==> config.mk <==
export PLATFORM = sky130hd
export DESIGN_NAME = pkt_rx_parser
export DESIGN_NICKNAME = d
export VERILOG_FILES = /design/src/rtl/pkt_pkg.sv /design/src/rtl/pkt_rx_timeout.sv /design/src/rtl/pkt_rx_parser.sv
export SDC_FILE = /design/constraint.sdc
export NUM_CORES = 1
export LEC_CHECK = 0
export BUFFER_PORTS_ARGS = -buffer_cell sky130_fd_sc_hd__buf_2
export CORE_UTILIZATION = 55
export DETAILED_ROUTE_END_ITERATION = 12
export PLACE_DENSITY = 0.85
export SYNTH_ARGS = -nofsm -noshare
export SYNTH_HDL_FRONTEND = slang
export SYNTH_SLANG_ARGS = --single-unit
==> constraint.sdc <==
create_clock -name clk -period 5.8 [get_ports clk]
set_input_delay 1.16 -clock clk [delete_from_list [all_inputs] [get_ports clk]]
set_output_delay 1.16 -clock clk [all_outputs]
set_load 0.01 [all_outputs]
==> src/rtl/pkt_pkg.sv <==
// Shared definitions for the frame receive path: word width, packet types, error codes, frame length.
// Frame length grows by one checksum word when PKT_RX_CHECKSUM_EN is defined.
package pkt_pkg;
  localparam int WORD_WIDTH = 16;
  localparam int DATA_WORDS = 8;

`ifdef PKT_RX_CHECKSUM_EN
  localparam int FRAME_LEN = DATA_WORDS + 1;
`else
  localparam int FRAME_LEN = DATA_WORDS;
`endif

  typedef enum logic [2:0] {
    PT_HEARTBEAT = 3'b000,
    PT_INVITE    = 3'b010,
    PT_DATA      = 3'b101,
    PT_INVALID   = 3'b111
  } pkt_type_e;

  typedef enum logic [1:0] {
    ERR_NONE     = 2'd0,
    ERR_TIMEOUT  = 2'd1,
    ERR_BAD_TYPE = 2'd2,
    ERR_CHECKSUM = 2'd3
  } err_code_e;
endpackage

==> src/rtl/pkt_rx_timeout.sv <==
// Inter-word gap counter: counts cycles while enabled and not cleared,
// and flags expiry on the TIMEOUT_CYCLES-th consecutive idle cycle.
module pkt_rx_timeout #(
  parameter int TIMEOUT_CYCLES = 64
) (
  input  logic clk,
  input  logic rst,
  input  logic en,
  input  logic clr,
  output logic expire
);
  localparam int CW = $clog2(TIMEOUT_CYCLES + 1);

  logic [CW-1:0] cnt;

  assign expire = en && !clr && (cnt == CW'(TIMEOUT_CYCLES - 1));

  always_ff @(posedge clk or posedge rst) begin
    if (rst) begin
      cnt <= '0;
    end else if (!en || clr || expire) begin
      cnt <= '0;
    end else begin
      cnt <= cnt + CW'(1);
    end
  end
endmodule

==> src/rtl/pkt_rx_parser.sv <==
// Word-serial frame receiver: collects a frame into shadow registers, validates it, then
// presents decoded fields until acknowledged. Optional checksum word: PKT_RX_CHECKSUM_EN.
import pkt_pkg::*;

module pkt_rx_parser #(
  parameter int                    TIMEOUT_CYCLES = 64,
  parameter logic [WORD_WIDTH-1:0] BCAST_ID       = 16'hFFFF
) (
  input  logic                  clk,
  input  logic                  rst,
  input  logic [WORD_WIDTH-1:0] rx_word,
  input  logic                  rx_valid,
  output logic                  rx_ready,
  input  logic [WORD_WIDTH-1:0] myNodeID,
  output logic [2:0]            fPacketType,
  output logic [WORD_WIDTH-1:0] fSourceID,
  output logic [WORD_WIDTH-1:0] fDestinationID,
  output logic [WORD_WIDTH-1:0] fSourceHops,
  output logic [WORD_WIDTH-1:0] fQValue,
  output logic [WORD_WIDTH-1:0] fEnergyLeft,
  output logic [WORD_WIDTH-1:0] fHopsFromCH,
  output logic [WORD_WIDTH-1:0] fChosenCH,
  output logic                  pkt_valid,
  input  logic                  pkt_ack,
  output logic                  iAmDestination,
  output logic                  rx_err,
  output logic [1:0]            err_code
);
  localparam logic [1:0] S_IDLE  = 2'd0;
  localparam logic [1:0] S_RECV  = 2'd1;
  localparam logic [1:0] S_CHECK = 2'd2;
  localparam logic [1:0] S_HOLD  = 2'd3;

  logic [1:0]            state;
  logic [3:0]            cnt;
  logic [3:0]            slot;
  logic                  accept;
  logic                  gap_en;
  logic                  expire;
  logic [2:0]            s_type;
  logic [WORD_WIDTH-1:0] s_src, s_dst, s_hops, s_q, s_energy, s_hch, s_ch;

  assign rx_ready       = !rst && (state == S_IDLE || state == S_RECV);
  assign accept         = rx_valid && rx_ready;
  assign slot           = (state == S_IDLE) ? 4'd0 : cnt;
  assign gap_en         = (state == S_RECV);
  assign pkt_valid      = (state == S_HOLD);
  assign iAmDestination = pkt_valid && (fDestinationID == myNodeID || fDestinationID == BCAST_ID);

  pkt_rx_timeout #(.TIMEOUT_CYCLES(TIMEOUT_CYCLES)) u_timeout (
    .clk    (clk),
    .rst    (rst),
    .en     (gap_en),
    .clr    (accept),
    .expire (expire)
  );

  // Shadow registers keep the visible fields untouched until a frame is validated.
  always_ff @(posedge clk) begin
    if (accept) begin
      case (slot)
        4'd0:    s_type   <= rx_word[15:13];
        4'd1:    s_src    <= rx_word;
        4'd2:    s_dst    <= rx_word;
        4'd3:    s_hops   <= rx_word;
        4'd4:    s_q      <= rx_word;
        4'd5:    s_energy <= rx_word;
        4'd6:    s_hch    <= rx_word;
        4'd7:    s_ch     <= rx_word;
        default: ;
      endcase
    end
  end

`ifdef PKT_RX_CHECKSUM_EN
  // Running XOR over all words; a good frame folds to zero once W8 is included.
  logic [WORD_WIDTH-1:0] csum;

  always_ff @(posedge clk) begin
    if (accept) begin
      csum <= (state == S_IDLE) ? rx_word : (csum ^ rx_word);
    end
  end
`endif

  always_ff @(posedge clk or posedge rst) begin
    if (rst) begin
      state          <= S_IDLE;
      cnt            <= 4'd0;
      rx_err         <= 1'b0;
      err_code       <= ERR_NONE;
      fPacketType    <= PT_INVALID;
      fSourceID      <= '0;
      fDestinationID <= '0;
      fSourceHops    <= 16'hFFFF;
      fQValue        <= '0;
      fEnergyLeft    <= '0;
      fHopsFromCH    <= 16'hFFFF;
      fChosenCH      <= '0;
    end else begin
      rx_err <= 1'b0;
      case (state)
        S_IDLE: begin
          if (accept) begin
            state <= S_RECV;
            cnt   <= 4'd1;
          end
        end
        S_RECV: begin
          if (expire) begin
            state    <= S_IDLE;
            rx_err   <= 1'b1;
            err_code <= ERR_TIMEOUT;
          end else if (accept) begin
            cnt <= cnt + 4'd1;
            if (cnt == 4'(FRAME_LEN - 1)) state <= S_CHECK;
          end
        end
        S_CHECK: begin
          if (s_type == PT_INVALID) begin
            state    <= S_IDLE;
            rx_err   <= 1'b1;
            err_code <= ERR_BAD_TYPE;
`ifdef PKT_RX_CHECKSUM_EN
          end else if (csum != '0) begin
            state    <= S_IDLE;
            rx_err   <= 1'b1;
            err_code <= ERR_CHECKSUM;
`endif
          end else begin
            state          <= S_HOLD;
            fPacketType    <= s_type;
            fSourceID      <= s_src;
            fDestinationID <= s_dst;
            fSourceHops    <= s_hops;
            fQValue        <= s_q;
            fEnergyLeft    <= s_energy;
            fHopsFromCH    <= s_hch;
            fChosenCH      <= s_ch;
          end
        end
        default: begin
          if (pkt_ack) state <= S_IDLE;
        end
      endcase
    end
  end
endmodule

==> results of run 1 <==
## final cells by class
cell class	count	share of cell area
Multi-Input combinational cell	219	0.1864
Tap cell	216	0.02471
Inverter	5	0.002174
Sequential cell	246	0.6196
Clock inverter	18	0.02849
Timing Repair Buffer	161	0.07483
Antenna cell	5	0.001144
Clock buffer	30	0.06270
## report_power, final
part / leakage (uW) / internal (uW) / total, uW / switching (uW)
clock network: 0.000476 / 1170 / 1850 / 681
logic: 0.00134 / 881 / 1760 / 884
registers: 0.00255 / 2400 / 2730 / 334
## through the flow
stage | instances | utilization
final | 900 | 0.6909
after global routing | 900 | 0.6909
after CTS | 895 | 0.6901
after detailed placement | 847 | 0.6271
after global placement | 847 | 0.6271
after floorplan | 487 | -
## cell usage in the layout (no fill, tap or decap), drive strengths merged, types with 2 or more instances in the layout
cell,instances
buf,161
mux2,116
edfxtp,115
dfrtp,96
dfstp,35
clkbuf,30
xnor2,18
nor2,16
nand4,8
clkinv,8
nand2,7
bufinv,7
nand3,6
ha,6
diode,5
inv,5
a21oi,4
nor4,4
o22a,3
a22o,3
clkinvlp,3
nor3,3
or3,2
nand2b,2
xor2,2
and3,2
and2,2
## synth_stat cells, drive strengths merged (2+ instances only)
master / n
mux2: 116
edfxtp: 115
dfrtp: 96
dfstp: 35
xnor2: 18
nor2: 16
buf: 14
nand4: 8
nand2: 7
ha: 6
nand3: 6
inv: 5
a21oi: 4
nor4: 4
a22o: 3
clkbuf: 3
nor3: 3
o22a: 3
and2: 2
and3: 2
nand2b: 2
or3: 2
xor2: 2
## layer usage
metal  wire (um)  share of wire
met5           0              0
met4         694          0.037
met2        9606           0.51
met1        7581           0.40
met3        1120          0.059
## cells by family after synthesis
group,after synthesis,synth area share
AO/OA/AOI/OAI,20,0.01769
XOR/XNOR,20,0.01966
multiplexers,117,0.1477
adder cells (fa/ha/maj),6,0.008424
buffers and inverters,22,0.01418
flip-flops,246,0.7603
AND/OR/NAND/NOR,56,0.03201
## critical path, delay by kind of cell
family	cells	cell delay, ps
xor gates and xnor gates	1	220
AOI/OAI and AO/OA	1	150
and+or+nand+nor	2	500
buffers and inverters	2	250
## sequential cells by signal (all words and copies together), names as in the netlist
| signal | cells |
|---|---|
| s_type | 3 |
| err_code | 2 |
| fSourceID | 16 |
| fDestinationID | 16 |
| s_dst | 16 |
| fSourceHops | 16 |
| s_energy | 16 |
| s_hch | 16 |
| fChosenCH | 16 |
| state | 2 |
| s_q | 16 |
| s_src | 16 |
| s_ch | 16 |
| rx_err | 1 |
| fPacketType | 3 |
| u_timeout.cnt | 7 |
| fHopsFromCH | 16 |
| s_hops | 16 |
| fQValue | 16 |
| fEnergyLeft | 16 |
| cnt | 4 |
## worst paths after layout
kind / slack (ps) / from / endpoint / cells past startpoint
worst min register to register: 460 / s_hch[0] / fHopsFromCH[0] / 1
min in group asynchronous: 780 / rst / fDestinationID[0] / 2
worst max register to register: 2890 / state[1] / s_hops[14] / 6
worst min-delay path: 460 / s_hch[0] / fHopsFromCH[0] / 1
worst max-delay path: 2360 / myNodeID[4] / iAmDestination / 6
max in group asynchronous: 3850 / rst / fQValue[1] / 3
==> results.json, run 1 <==
{
  "status": "completed",
  "antenna_found_initial": 5,
  "grt_pass1_vias": 5135,
  "slowest_stage": "nor4_1",
  "max_freq_mhz": 290.8,
  "die_y_um": 129.3,
  "fin_skew_ps": 33.36,
  "placed_area_mm2": 0.009926,
  "cpPeakStageDelay_ps": 300,
  "period_share": 0.5930,
  "multi_input_area_mm2": 0.002038,
  "htree_levels": 1,
  "place_ws_ps": 2226,
  "area_growth_syn_to_layout_pct": 22.72,
  "met1_usage": 0.2947,
  "cts.repair.resized": 0,
  "grt_max_degree": 79,
  "finalWorstSetupSlack_ps": 2361,
  "clkSlewWorstSetupHoldPaths_ps": 60,
  "vias": 4923,
  "grt-ovfl-total": 0,
  "timing.slew.headroom": 0.2906,
  "antenna_left": 0,
  "finalSetupViolations": 0,
  "coreArea_mm2": 0.01583,
  "cts_max_path_buffers": 3,
  "critPathKind": "input pin to primary output",
  "start_util": 0.5630,
  "critPathMaxFanout": 2,
  "route.detailed.drc": 0,
  "async_reset_ff_frac": 0.5325,
  "syn_nets": 529,
  "cts_tree": "done",
  "drt_iter0_markers": 439,
  "fin_area_mm2": 0.01094,
  "dpl.hpwl_um": 12380,
  "die_w_um": 129.3,
  "report.final.slew_viol_count": 0,
  "use_met2": 0.3953,
  "synthCells": 487,
  "place_congestion": 0.7612,
  "yosys-top-cells-area": "edfxtp_1, dfrtp_1, mux2_2, dfstp_2, xnor2_1",
  "viasPerCell": 5.470,
  "p_leak_uw": 0.004367,
  "n_fill_cell": 1000,
  "portBuffers": 156,
  "grt_usage": 0.2330,
  "drive_above_1_share": 0.5243,
  "cp_cell_sequence": "buf_2, xnor2_1, nand4_1, nor4_1, o21a_1, buf_2",
  "postCtsSetupBuffers": 0,
  "ys_seq_area_frac": 0.7603,
  "min_period_ps": 3439,
  "ff_latch_area_mm2": 0.006775,
  "endpoint_kind": "primary output",
  "worst_pin_slew_ps": 1063,
  "die_area_mm2": 0.01671,
  "netlist_area_mm2": 0.008911,
  "arrival_ps": 2280,
  "crit_required_ps": 4640,
  "hp-class": "register to register",
  "p_per_area_mw_per_mm2": 580.4,
  "crit_top_cell": "buf_2",
  "finalHoldWorstSlack_ps": 457.2,
  "root_buffer": "clkbuf_16",
  "routed_wl_um": 19000,
  "synthFlopType": "edfxtp_1",
  "synth_seq_cells": 246,
  "wl_per_cell_um": 21.11,
  "power_uw": 6347,
  "hold_violations": 0,
  "fin_tns_setup_ps": 0,
  "grt_setup_unrepaired": "false",
  "grt.busiest_layer": "met2",
  "holdBufCountCts": 0,
  "ys_warn_count": 0,
  "firstDrtPassIters": 4,
  "nNetsFinal": 701,
  "cts.sinks": 246,
  "syn_avg_cell_area_um2": 18.30,
  "grt_pass1_wl_um": 28810,
  "synth-edff-count": 115,
  "synth_area_leader_cell": "edfxtp_1",
  "start_kind": "input pin",
  "use_met3": 0.04335,
  "synth.distinct_cells": 43,
  "peakVddDrop_mv": 0.3795,
  "clock_latency_ps": 540,
  "cts_buffers": 26,
  "synth_top_area_share": 0.3875,
  "ios": 157,
  "num_rows": 46,
  "drv_cap": 0
}
Note: power is estimated with default switching activity, not from simulation.
==> inputs of run 2 (changes only) <==
- clock period: 5.8 -> 3.52 ns (I/O delays scaled with it)
==> run 2 against run 1 <==
Effect of this change: critical path depth rose by 1; hold slack got worse by 120 ps; clock power rose by 45%; sequential power rose by 65%; count of clock-buffer cells in the layout rose by 4; routed wire length fell by 0.18%; setup slack got worse by 1600 ps; global-route usage rose by 0.47 points; combinational power rose by 68%; register-to-register slack got worse by 2100 ps; largest power group unchanged.
==> results.json, run 2 (synthesis gave the netlist of run 1 again) <==
{
  "status": "completed",
  "grt-ovfl-total": 0,
  "viasPerCell": 5.385,
  "slowest_stage": "or3_1",
  "coreArea_mm2": 0.01583,
  "die_y_um": 129.3,
  "grt_pass1_wl_um": 29210,
  "timing.slew.headroom": 0.5075,
  "ios": 157,
  "hp-class": "input pin to async pin",
  "start_kind": "register",
  "crit_required_ps": 3730,
  "arrival_ps": 2930,
  "postCtsSetupBuffers": 0,
  "n_fill_cell": 1005,
  "routed_wl_um": 18970,
  "die_w_um": 129.3,
  "drt_iter0_markers": 348,
  "firstDrtPassIters": 4,
  "cp_cell_sequence": "inv_1, ha_1, or2_1, nand2_1, or3_1, nor3_2, buf_4",
  "route.detailed.drc": 0,
  "cpPeakStageDelay_ps": 440,
  "fin_skew_ps": 12.48,
  "num_rows": 46,
  "period_share": 0.7743,
  "multi_input_area_mm2": 0.002038,
  "clkSlewWorstSetupHoldPaths_ps": 60,
  "critPathKind": "register to register",
  "finalHoldWorstSlack_ps": 334.9,
  "cts.repair.resized": 0,
  "die_area_mm2": 0.01671,
  "max_freq_mhz": 366.9,
  "holdBufCountCts": 0,
  "path_delay_family": "simple AND/OR/NAND/NOR gates",
  "cts_buffers": 24,
  "power_uw": 10140,
  "path_buf_inv": 2,
  "clock_latency_ps": 510,
  "vias": 4841,
  "cts_max_path_buffers": 3,
  "cts.sinks": 246,
  "final_cell_mix": "buf_2, edfxtp_1, mux2_2",
  "fin_tns_setup_ps": 0,
  "p_leak_uw": 0.004353,
  "p_per_area_mw_per_mm2": 934.3,
  "area_growth_syn_to_layout_pct": 21.76,
  "grt_max_degree": 68,
  "antenna_left": 0,
  "peakVddDrop_mv": 0.5470,
  "grt_pass1_vias": 5112,
  "finalWorstSetupSlack_ps": 794.4,
  "nNetsFinal": 706,
  "ff_latch_area_mm2": 0.006775,
  "htree_levels": 1,
  "min_period_ps": 2726,
  "place_congestion": 0.8289,
  "wl_per_cell_um": 21.10,
  "portBuffers": 156,
  "endpoint_kind": "register",
  "start_util": 0.5630,
  "drv_cap": 0,
  "antenna_found_initial": 1,
  "hold_violations": 0,
  "drive_above_1_share": 0.5249,
  "layout_commonest_cell": "buf_2",
  "critPathMaxFanout": 13,
  "place_ws_ps": 608.6,
  "grt_usage": 0.2377,
  "root_buffer": "clkbuf_16",
  "report.final.slew_viol_count": 0,
  "cts_tree": "done",
  "worst_pin_slew_ps": 737.2,
  "finalSetupViolations": 0,
  "grt_setup_unrepaired": "false",
  "dpl.hpwl_um": 12580
}
[run 2: cell count changes in the layout (fill, tap and decap cells not counted), sizes merged]
cell / previous run / this run
inv: 5 / 4
buf: 161 / 168
clkbuf: 30 / 34
clkinvlp: 3 / 1
diode: 5 / 1
bufinv: 7 / 3
clkinv: 8 / 7
[run 2: layout make-up]
cell class,instances,share of cell area
Antenna cell,1,0.0002306
Clock buffer,34,0.06538
Clock inverter,10,0.01257
Inverter,5,0.002076
Multi-Input combinational cell,219,0.1878
Sequential cell,246,0.6244
Tap cell,216,0.02491
Timing Repair Buffer,168,0.08256
[run 2: worst paths after layout]
check | start | end | slack (ps) | cells after the start
setup / recovery | state[1] | s_src[0] | 790 | 7
min in group clk | s_dst[5] | fDestinationID[5] | 470 | 1
max in group asynchronous | rst | fSourceHops[8] | 2280 | 3
hold / removal | rst | fQValue[5] | 330 | 2
hold reg to reg | s_dst[5] | fDestinationID[5] | 470 | 1
setup reg to reg | state[1] | s_src[0] | 790 | 7
[run 2: metal layers]
| metal | global-route usage | up-vias | share of wire |
|---|---|---|---|
| met3 | 0.04129 | 37 | 0.066 |
| met4 | 0.08581 | 0 | 0.027 |
| li1 | - | 2154 | - |
| met5 | 0 | - | 0 |
| met1 | 0.3213 | 2458 | 0.41 |
| met2 | 0.3918 | 192 | 0.50 |
[run 2: per-stage QoR]
| step | cell area [um2] | cells | util |
|---|---|---|---|
| floorplan | 8915 | 487 | - |
| global placement | 10000 | 854 | 0.6319 |
| detailed placement | 10000 | 854 | 0.6319 |
| CTS | 10850 | 898 | 0.6854 |
| global route | 10850 | 899 | 0.6855 |
| finish | 10850 | 899 | 0.6855 |
[run 2: where the power goes]
part | total, uW | switching [uW] | internal, uW
clock network | 2680 | 1050 | 1630
logic | 2950 | 1480 | 1470
registers | 4500 | 555 | 3950
